[src/rtl/serial_frame_decoder.sv]
// Serial-in/parallel-out receiver for the PISO frame format: DATA_WIDTH bits LSB first,
// then GAP_CYCLES idle slots. Aligns on frame_sync and presents words on a valid/ready register.
module serial_frame_decoder #(
  parameter int DATA_WIDTH = 8,
  parameter int GAP_CYCLES = 1
) (
  input  logic                  clock,
  input  logic                  reset,
  input  logic                  serial_in,
  input  logic                  frame_sync,
  output logic [DATA_WIDTH-1:0] data_out,
  output logic                  data_valid,
  input  logic                  data_ready,
  output logic                  overrun,
  output logic                  locked
);

  localparam int CNT_W = $clog2(DATA_WIDTH + 1);

  typedef enum logic [1:0] {
    IDLE  = 2'd0,
    SHIFT = 2'd1,
    GAP   = 2'd2
  } state_t;

  state_t                state_q, state_d;
  logic [DATA_WIDTH-1:0] shreg_q, shreg_d;
  logic [CNT_W-1:0]      bit_cnt_q, bit_cnt_d;
  logic [3:0]            gap_cnt_q, gap_cnt_d;
  logic [DATA_WIDTH-1:0] data_out_q, data_out_d;
  logic                  data_valid_q, data_valid_d;
  logic                  overrun_q, overrun_d;
  logic                  locked_q, locked_d;

  logic                  sample_s;
  logic [CNT_W-1:0]      bit_idx_s;
  logic [DATA_WIDTH-1:0] shifted_s;
  logic                  complete_s;
  logic                  gap_done_s;

  // Next-state, shift register, counters and output-register logic.
  always_comb begin
    state_d      = state_q;
    shreg_d      = shreg_q;
    bit_cnt_d    = bit_cnt_q;
    gap_cnt_d    = gap_cnt_q;
    data_out_d   = data_out_q;
    data_valid_d = data_valid_q;
    overrun_d    = overrun_q;
    sample_s     = 1'b0;
    bit_idx_s    = {CNT_W{1'b0}};
    complete_s   = 1'b0;
    shifted_s    = {serial_in, shreg_q[DATA_WIDTH-1:1]};
    gap_done_s   = (({1'b0, gap_cnt_q} + 5'd1) == 5'(GAP_CYCLES));

    // A sync pulse always forces the current sample to be bit 0 (resync or confirmation).
    case (state_q)
      IDLE: begin
        if (frame_sync) begin
          sample_s = 1'b1;
        end else begin
          sample_s = 1'b0;
        end
      end
      SHIFT: begin
        sample_s  = 1'b1;
        bit_idx_s = frame_sync ? {CNT_W{1'b0}} : bit_cnt_q;
      end
      GAP: begin
        if (frame_sync) begin
          sample_s = 1'b1;
        end else if (gap_done_s) begin
          state_d   = SHIFT;
          bit_cnt_d = {CNT_W{1'b0}};
          gap_cnt_d = 4'd0;
        end else begin
          gap_cnt_d = gap_cnt_q + 4'd1;
        end
      end
      default: begin
        state_d = IDLE;
      end
    endcase

    if (sample_s) begin
      shreg_d = shifted_s;
      if (bit_idx_s == CNT_W'(DATA_WIDTH - 1)) begin
        complete_s = 1'b1;
        bit_cnt_d  = {CNT_W{1'b0}};
        gap_cnt_d  = 4'd0;
        state_d    = (GAP_CYCLES == 0) ? SHIFT : GAP;
      end else begin
        bit_cnt_d  = bit_idx_s + CNT_W'(1);
        state_d    = SHIFT;
      end
    end else begin
      shreg_d = shreg_q;
    end

    // A completed word only loads if the output register is empty or being consumed now.
    if (complete_s) begin
      if (!data_valid_q || data_ready) begin
        data_out_d   = shifted_s;
        data_valid_d = 1'b1;
      end else begin
        overrun_d    = 1'b1;
      end
    end else if (data_valid_q && data_ready) begin
      data_valid_d = 1'b0;
    end else begin
      data_valid_d = data_valid_q;
    end

    locked_d = (state_d != IDLE);
  end

  // State and output registers with synchronous reset.
  always_ff @(posedge clock) begin
    if (reset) begin
      state_q      <= IDLE;
      shreg_q      <= {DATA_WIDTH{1'b0}};
      bit_cnt_q    <= {CNT_W{1'b0}};
      gap_cnt_q    <= 4'd0;
      data_out_q   <= {DATA_WIDTH{1'b0}};
      data_valid_q <= 1'b0;
      overrun_q    <= 1'b0;
      locked_q     <= 1'b0;
    end else begin
      state_q      <= state_d;
      shreg_q      <= shreg_d;
      bit_cnt_q    <= bit_cnt_d;
      gap_cnt_q    <= gap_cnt_d;
      data_out_q   <= data_out_d;
      data_valid_q <= data_valid_d;
      overrun_q    <= overrun_d;
      locked_q     <= locked_d;
    end
  end

  assign data_out   = data_out_q;
  assign data_valid = data_valid_q;
  assign overrun    = overrun_q;
  assign locked     = locked_q;

endmodule

[config.mk]
export PLATFORM = sky130hd
export DESIGN_NAME = serial_frame_decoder
export DESIGN_NICKNAME = d
export VERILOG_FILES = /design/src/rtl/serial_frame_decoder.sv
export SDC_FILE = /design/constraint.sdc
export NUM_CORES = 1
export LEC_CHECK = 0
export ABC_AREA = 1
export ABC_CLOCK_PERIOD_IN_PS = 1900
export BUFFER_PORTS_ARGS = -buffer_cell sky130_fd_sc_hd__buf_2
export CORE_ASPECT_RATIO = 0.9
export CORE_MARGIN = 8
export CORE_UTILIZATION = 55
export CTS_CLUSTER_DIAMETER = 200
export DETAILED_ROUTE_END_ITERATION = 10
export GPL_ROUTABILITY_DRIVEN = 0
export PLACE_DENSITY = 0.77
export SETUP_SLACK_MARGIN = 0.15
export SYNTH_ARGS = -nofsm -noshare
export SYNTH_HDL_FRONTEND = slang
export SYNTH_SLANG_ARGS = --single-unit
[constraint.sdc]
create_clock -name clock -period 1.9 [get_ports clock]
set_clock_uncertainty 0.2 [all_clocks]
set_input_delay 0.19 -clock clock [delete_from_list [all_inputs] [get_ports clock]]
set_output_delay 0.19 -clock clock [all_outputs]
set_load 0.05 [all_outputs]
==> qor.yml, run 1 <==
setup_path:
  critPathMaxStageDelay_ns: 0.35
  crit_family: "simple AND/OR/NAND/NOR gates"
  cp_max_fo: 4
  path_cells: "inv_2 > nand2_4 > nor3_4 > ha_2 > inv_2 > nor2_4 > buf_4 > nand3_4 > nand2_2 > a21oi_2"
  critPathRequiredTime_ns: 1.93
  cp-start-kind: "flip-flop"
  arrival_ns: 1.77
  r2r_slack_ns: 0.16
  cp-end-kind: "flip-flop"
  critPathSlowestCell: "dfxtp_2"
  cp_common_cell: "inv_2"
  path_buf_inv: 3
  crit_type: "flip-flop to flip-flop"
cells_and_area:
  nets: 204
  regArea_sq_um: 569
  syn_to_final_growth_pct: 29.5
  filler_cell_count: 162
  final_layout_size_suffix_gt1_share_pct: 32.3
  multiInputGateArea_sq_um: 646
  design_area_sq_um: 1570
  diodes: 0
worst_hold_path:
  min_path_type: "input port to flip-flop"
cts:
  clk_pin_slew_worst_paths_ns: 0.15
  cts_inserted_buffers: 3
  cts_num_sinks: 28
  cts_max_level: 1
  cts_buffer_depth: 2
  insertion_delay_ns: 0.34
  root_buffer: "clkbuf_4"
  tritoncts: "done"
global_routing:
  grt_usage_pct: 16.1
  grt_pass1_vias: 1114
  grt_pass1_wl_microns: 4960
  grt_overflow: 0
  grt_max_degree: 17
  antenna_found_initial: 0
sta:
  hold_violations: 0
  setup_viol: 0
  rsz0062_at_grt: "true"
  relSlewSlack_pct: 72.9
  finalCritPeriodShare_pct: 91.3
  period_minus_slack_ns: 1.74
  tightest_slew_ns: 0.405
  final.setup.tns_ns: 0
  max_freq_mhz: 576
  drv_slew: 0
synth:
  synth_fp_nets: 172
  seq_area_frac_synth_pct: 46.2
  synthesis.instances: 164
  synth_area_sq_um: 1210
  yosys_warnings: 0
  ys_types: 20
  syn_area_per_cell_sq_um: 7.40
  ys_ff_latch: 28
floorplanning:
  dieWidth_microns: 65.5
  io_pins: 16
  initial_utilization_pct: 56.7
  die_area_sq_um: 3970
  core_area_sq_um: 2140
  die_y_microns: 60.6
  rows: 16
placement:
  post_dp_cell_area_sq_um: 1310
  dp_hpwl_microns: 1890
  numPortBuffers: 15
run_status:
  outcome: "finished clean"
detailed_routing:
  via_count: 1197
  drtPass1Iterations: 5
  drc: 0
  vias_per_cell: 5.39
  routedWlPerCell_microns: 13.7
  drtIter0Drc: 64
  ant_nets: 0
  routed_wl_microns: 3040
power:
  power.density_nw_per_um2: 713
  irDropWorstVdd_mv: 0.555
  p_leak_nw: 0.668
run:
  cap_viol_max_count: 0
==> stage by stage <==
step	setup WS (ns)	util (%)	total power, W	hold WS [ns]	instances
after CTS	0.152	68.7	0.00112	0.00656	218
after detailed placement	0.0665	61.3	0.000718	0.241	203
final	0.165	73.4	0.00112	0.0287	222
after global placement	0.133	61.3	0.000717	0.232	203
after floorplan	0.267	-	0.000694	0.125	164
after global routing	0.103	73.4	0.00116	0.0223	222
==> per-layer routing <==
| metal | global-route usage [%] | vias to the layer above | routed length (microns) |
|---|---|---|---|
| li1 | - | 588 | - |
| met1 | 18.3 | 556 | 1240 |
| met2 | 29.3 | 47 | 1570 |
| met3 | 4.06 | 6 | 212 |
| met4 | 4.04 | 0 | 25 |
| met5 | 0 | - | 0 |
==> worst register-to-register path, delay by kind of cell, from the launching register on <==
kind	cells	cell delay, ns
adder cells (fa/ha/maj)	1	0.20
AND/OR/NAND/NOR	5	0.54
flip-flops	1	0.35
AO/OA/AOI/OAI	1	0.05
buffers and inverters	3	0.28
==> worst paths after layout <==
kind	startpoint	end	cells after the start
min	reset	bit_cnt_q[3]	2
min reg2reg	data_out[0]	data_out[0]	2
max	state_q[1]	data_out[1]	10
max reg2reg	state_q[1]	data_out[1]	10
==> cell usage in the layout, fill, tap and decap left out <==
| cell | synthesis | routed |
|---|---|---|
| a211oi_1 | 1 | 1 |
| a21oi_1 | 17 | 14 |
| a21oi_2 | 0 | 3 |
| buf_2 | 1 | 15 |
| buf_4 | 0 | 14 |
| bufinv_16 | 0 | 1 |
| clkbuf_4 | 0 | 3 |
| clkinv_4 | 1 | 1 |
| dfxtp_1 | 28 | 23 |
| dfxtp_2 | 0 | 4 |
| dfxtp_4 | 0 | 1 |
| dlygate4sd3_1 | 0 | 1 |
| ha_1 | 3 | 2 |
| ha_2 | 0 | 1 |
| inv_1 | 18 | 16 |
| inv_2 | 1 | 3 |
| nand2_1 | 37 | 30 |
| nand2_2 | 0 | 4 |
| nand2_4 | 0 | 3 |
| nand3_1 | 12 | 10 |
| nand3_2 | 1 | 3 |
| nand3_4 | 1 | 2 |
| nand3b_1 | 1 | 1 |
| nand4_1 | 1 | 1 |
| nor2_1 | 23 | 22 |
| nor2_2 | 0 | 1 |
| nor2_4 | 2 | 2 |
| nor3_4 | 0 | 2 |
| o21a_1 | 1 | 1 |
| o21ai_0 | 10 | 10 |
==> what timing repair did <==
item	in CTS	in global routing
hold buffers	1	0
setup buffers	9	4
gates cloned	1	0
pin swaps	4	7
gates resized for setup	10	18
endpoints found under the hold margin	2	0
endpoints found under the setup margin	17	19
==> state kept, by name, indices dropped and copies added, names as in the netlist <==
register and count:
bit_cnt_q 4, data_out 8, shreg_q 7, overrun 1
state_q 2, data_valid 1, locked 1, gap_cnt_q 4
==> layout make-up <==
type / instances / share of cell area (%)
Clock buffer: 3 / 1.43
Multi-Input combinational cell: 113 / 41.1
Sequential cell: 28 / 36.2
Inverter: 20 / 5.10
Timing Repair Buffer: 30 / 12.1
Clock inverter: 1 / 1.91
Tap cell: 27 / 2.15
==> cell usage after synthesis (all sizes together) <==
cell type  number  area [sq um]
a211oi          1          7.51
a21oi          17          85.1
buf             1          5.00
clkbuf          3          11.3
clkinv          1          8.76
dfxtp          28           561
ha              3          37.5
inv            19          71.3
nand2          37           139
nand3          14          87.6
nand3b          1          7.51
nand4           1          6.26
nor2           25           109
nor3            2          20.0
o21a            1          7.51
o21ai          10          50.1
==> report_power, final <==
part           internal, W  leakage [nW]  total, W  switching (W)
Clock             0.000214        0.0279  0.000393       0.000180
Combinational    0.0000343         0.410  0.000102      0.0000679
Sequential        0.000609         0.230  0.000625      0.0000156
Total             0.000857         0.668   0.00112       0.000263
==> kinds of logic after synthesis <==
| family | share of synthesized area (%) |
|---|---|
| fa+ha+maj | 3.09 |
| simple gates | 30.4 |
| flops | 46.2 |
| buf+inv | 7.94 |
| compound gates | 12.4 |
No activity file was read; power rests on OpenSTA's default activity.
==> run 2: changes to the inputs <==
--- a/config.mk
+++ b/config.mk
@@ -10,11 +10,11 @@
 export BUFFER_PORTS_ARGS = -buffer_cell sky130_fd_sc_hd__buf_2
 export CORE_ASPECT_RATIO = 0.9
 export CORE_MARGIN = 8
-export CORE_UTILIZATION = 55
+export CORE_UTILIZATION = 25
 export CTS_CLUSTER_DIAMETER = 200
 export DETAILED_ROUTE_END_ITERATION = 10
 export GPL_ROUTABILITY_DRIVEN = 0
-export PLACE_DENSITY = 0.77
+export PLACE_DENSITY = 0.51
 export SETUP_SLACK_MARGIN = 0.15
 export SYNTH_ARGS = -nofsm -noshare
 export SYNTH_HDL_FRONTEND = slang
==> qor.yml, run 2 (same netlist as run 1, synthesis figures left out) <==
floorplanning:
  die_area_sq_um: 7340  # +85%
  die_y_microns: 82.1  # +36%
  io_pins: 16  # unchanged
  initial_utilization_pct: 25.4  # -31 points
  rows: 24  # +8
  dieWidth_microns: 89.4  # +37%
  core_area_sq_um: 4770  # +120%
setup_path:
  cp_max_fo: 4  # unchanged
  cp-startpoint: "state_q[1]"
  cp-end-kind: "flip-flop"
  crit_type: "flip-flop to flip-flop"
  reg2reg_from: "state_q[1]"
  arrival_ns: 1.63  # -0.14 ns
  critPathRequiredTime_ns: 1.86  # -0.07 ns
  cp-start-kind: "flip-flop"
sta:
  hold_violations: 0  # unchanged
  drv_slew: 0  # unchanged
  max_freq_mhz: 597  # +3.7%
  finalCritPeriodShare_pct: 88.1  # -3.2 points
  period_minus_slack_ns: 1.67  # -0.0612 ns
  setup_slack_ns: 0.226  # +0.0612 ns
  final.setup.tns_ns: 0  # unchanged
  finalHoldWorstSlack_ns: 0.0981  # +0.0694 ns
  setup_viol: 0  # unchanged
  relSlewSlack_pct: 75.8  # +2.9 points
  rsz0062_at_grt: "true"
  tightest_slew_ns: 0.362  # -0.0426 ns
detailed_routing:
  drtPass1Iterations: 4  # -1
  drtIter0Drc: 52  # -19%
  drc: 0  # unchanged
  routedWlPerCell_microns: 10.9  # -20%
  via_count: 1089  # -9.0%
  ant_nets: 0  # unchanged
  vias_per_cell: 4.27  # -21%
  routed_wl_microns: 2790  # -8.2%
global_routing:
  grt_overflow: 0  # unchanged
  grt_pass1_vias: 1050  # -5.7%
  grt_usage_pct: 8.36  # -7.7 points
  grt_pass1_wl_microns: 4770  # -3.8%
  antenna_found_initial: 0  # unchanged
  grt_max_degree: 17  # unchanged
power:
  irDropWorstVdd_mv: 0.290  # -48%
  power.density_nw_per_um2: 760  # +6.6%
  p_leak_nw: 0.659  # -1.3%
cts:
  cts_max_level: 1  # unchanged
  cts_inserted_buffers: 3  # unchanged
  clk_pin_slew_worst_paths_ns: 0.10  # -0.05 ns
  cts_num_sinks: 28  # unchanged
  cts_buffer_depth: 2  # unchanged
  tritoncts: "done"
  root_buffer: "clkbuf_8"
  insertion_delay_ns: 0.27  # -0.07 ns
placement:
  numPortBuffers: 15  # unchanged
  pre_cts_slack_ns: 0.112  # +0.0460 ns
  dp_hpwl_microns: 1870  # -0.81%
cells_and_area:
  regArea_sq_um: 566  # -0.66%
  mostFrequentLayoutCell: "nand2_1"
  multiInputGateArea_sq_um: 619  # -4.1%
  final_layout_size_suffix_gt1_share_pct: 27.9  # -4.4 points
  syn_to_final_growth_pct: 29.6  # about the same
  diodes: 0  # unchanged
  nets: 199  # -2.5%
  final_cell_mix: "33 x nand2_1, 24 x dfxtp_1, 23 x nor2_1"
  filler_cell_count: 514  # +220%
  largest_reg_flops: 8  # unchanged
run:
  cap_viol_max_count: 0  # unchanged
worst_hold_path:
  min_path_type: "input port to flip-flop"
  min_from: "reset"
run_status:
  outcome: "finished clean"
[run 2: where the power goes]
part	internal [W]	total, W	switching (W)	leakage [nW]
Sequential	0.000609	0.000624	0.0000152	0.229
Clock	0.000282	0.000475	0.000193	0.0357
Combinational	0.0000327	0.0000965	0.0000639	0.394
Total	0.000924	0.00120	0.000272	0.659
[run 2: layout make-up]
type | instances | area share [%]
inverters | 20 | 5.25
flip-flops and latches | 28 | 36.0
clock buffers | 3 | 2.63
clock inverters | 1 | 1.91
multi-input cells | 113 | 39.4
well taps | 65 | 5.17
repair buffers | 25 | 9.71
[run 2: repair_timing]
action	in CTS	in global routing
hold endpoints to repair	2	0
hold buffers	1	0
setup buffers	2	3
endpoints found under the setup margin	13	20
resized for setup	6	15
cloned	1	0
pin swaps	2	5
[run 2: per-layer routing]
metal	wire (microns)	global-route usage [%]
met3	105	2.08
met4	46	3.98
met2	1310	14.0
met1	1330	9.85
met5	0	0
[run 2: stage by stage]
step,instance area (sq um),total power [W],util (%),instances
floorplan,1210,0.000694,-,164
global placement,1380,0.000724,29.0,244
detailed placement,1380,0.000724,29.0,244
CTS,1510,0.00120,31.6,252
global route,1570,0.00126,32.9,255
finish,1570,0.00120,32.9,255
[run 2: final timing paths]
kind	end	slack, ns	depth (start not counted)
hold / removal	data_out[4]	0.1	2
hold reg to reg	data_out[0]	0.26	2
setup / recovery	data_out[4]	0.23	10
setup reg to reg	data_out[4]	0.23	10
[run 2: worst max-delay path, stage by stage (launching register included)]
cell and delay (ns):
dfxtp_2 0.35, inv_4 0.07, nand2_4 0.06, nor3_4 0.12, ha_2 0.19, inv_2 0.05
nor2_4 0.14, buf_4 0.15, nand3_4 0.07, nand2_1 0.09, a21oi_2 0.05
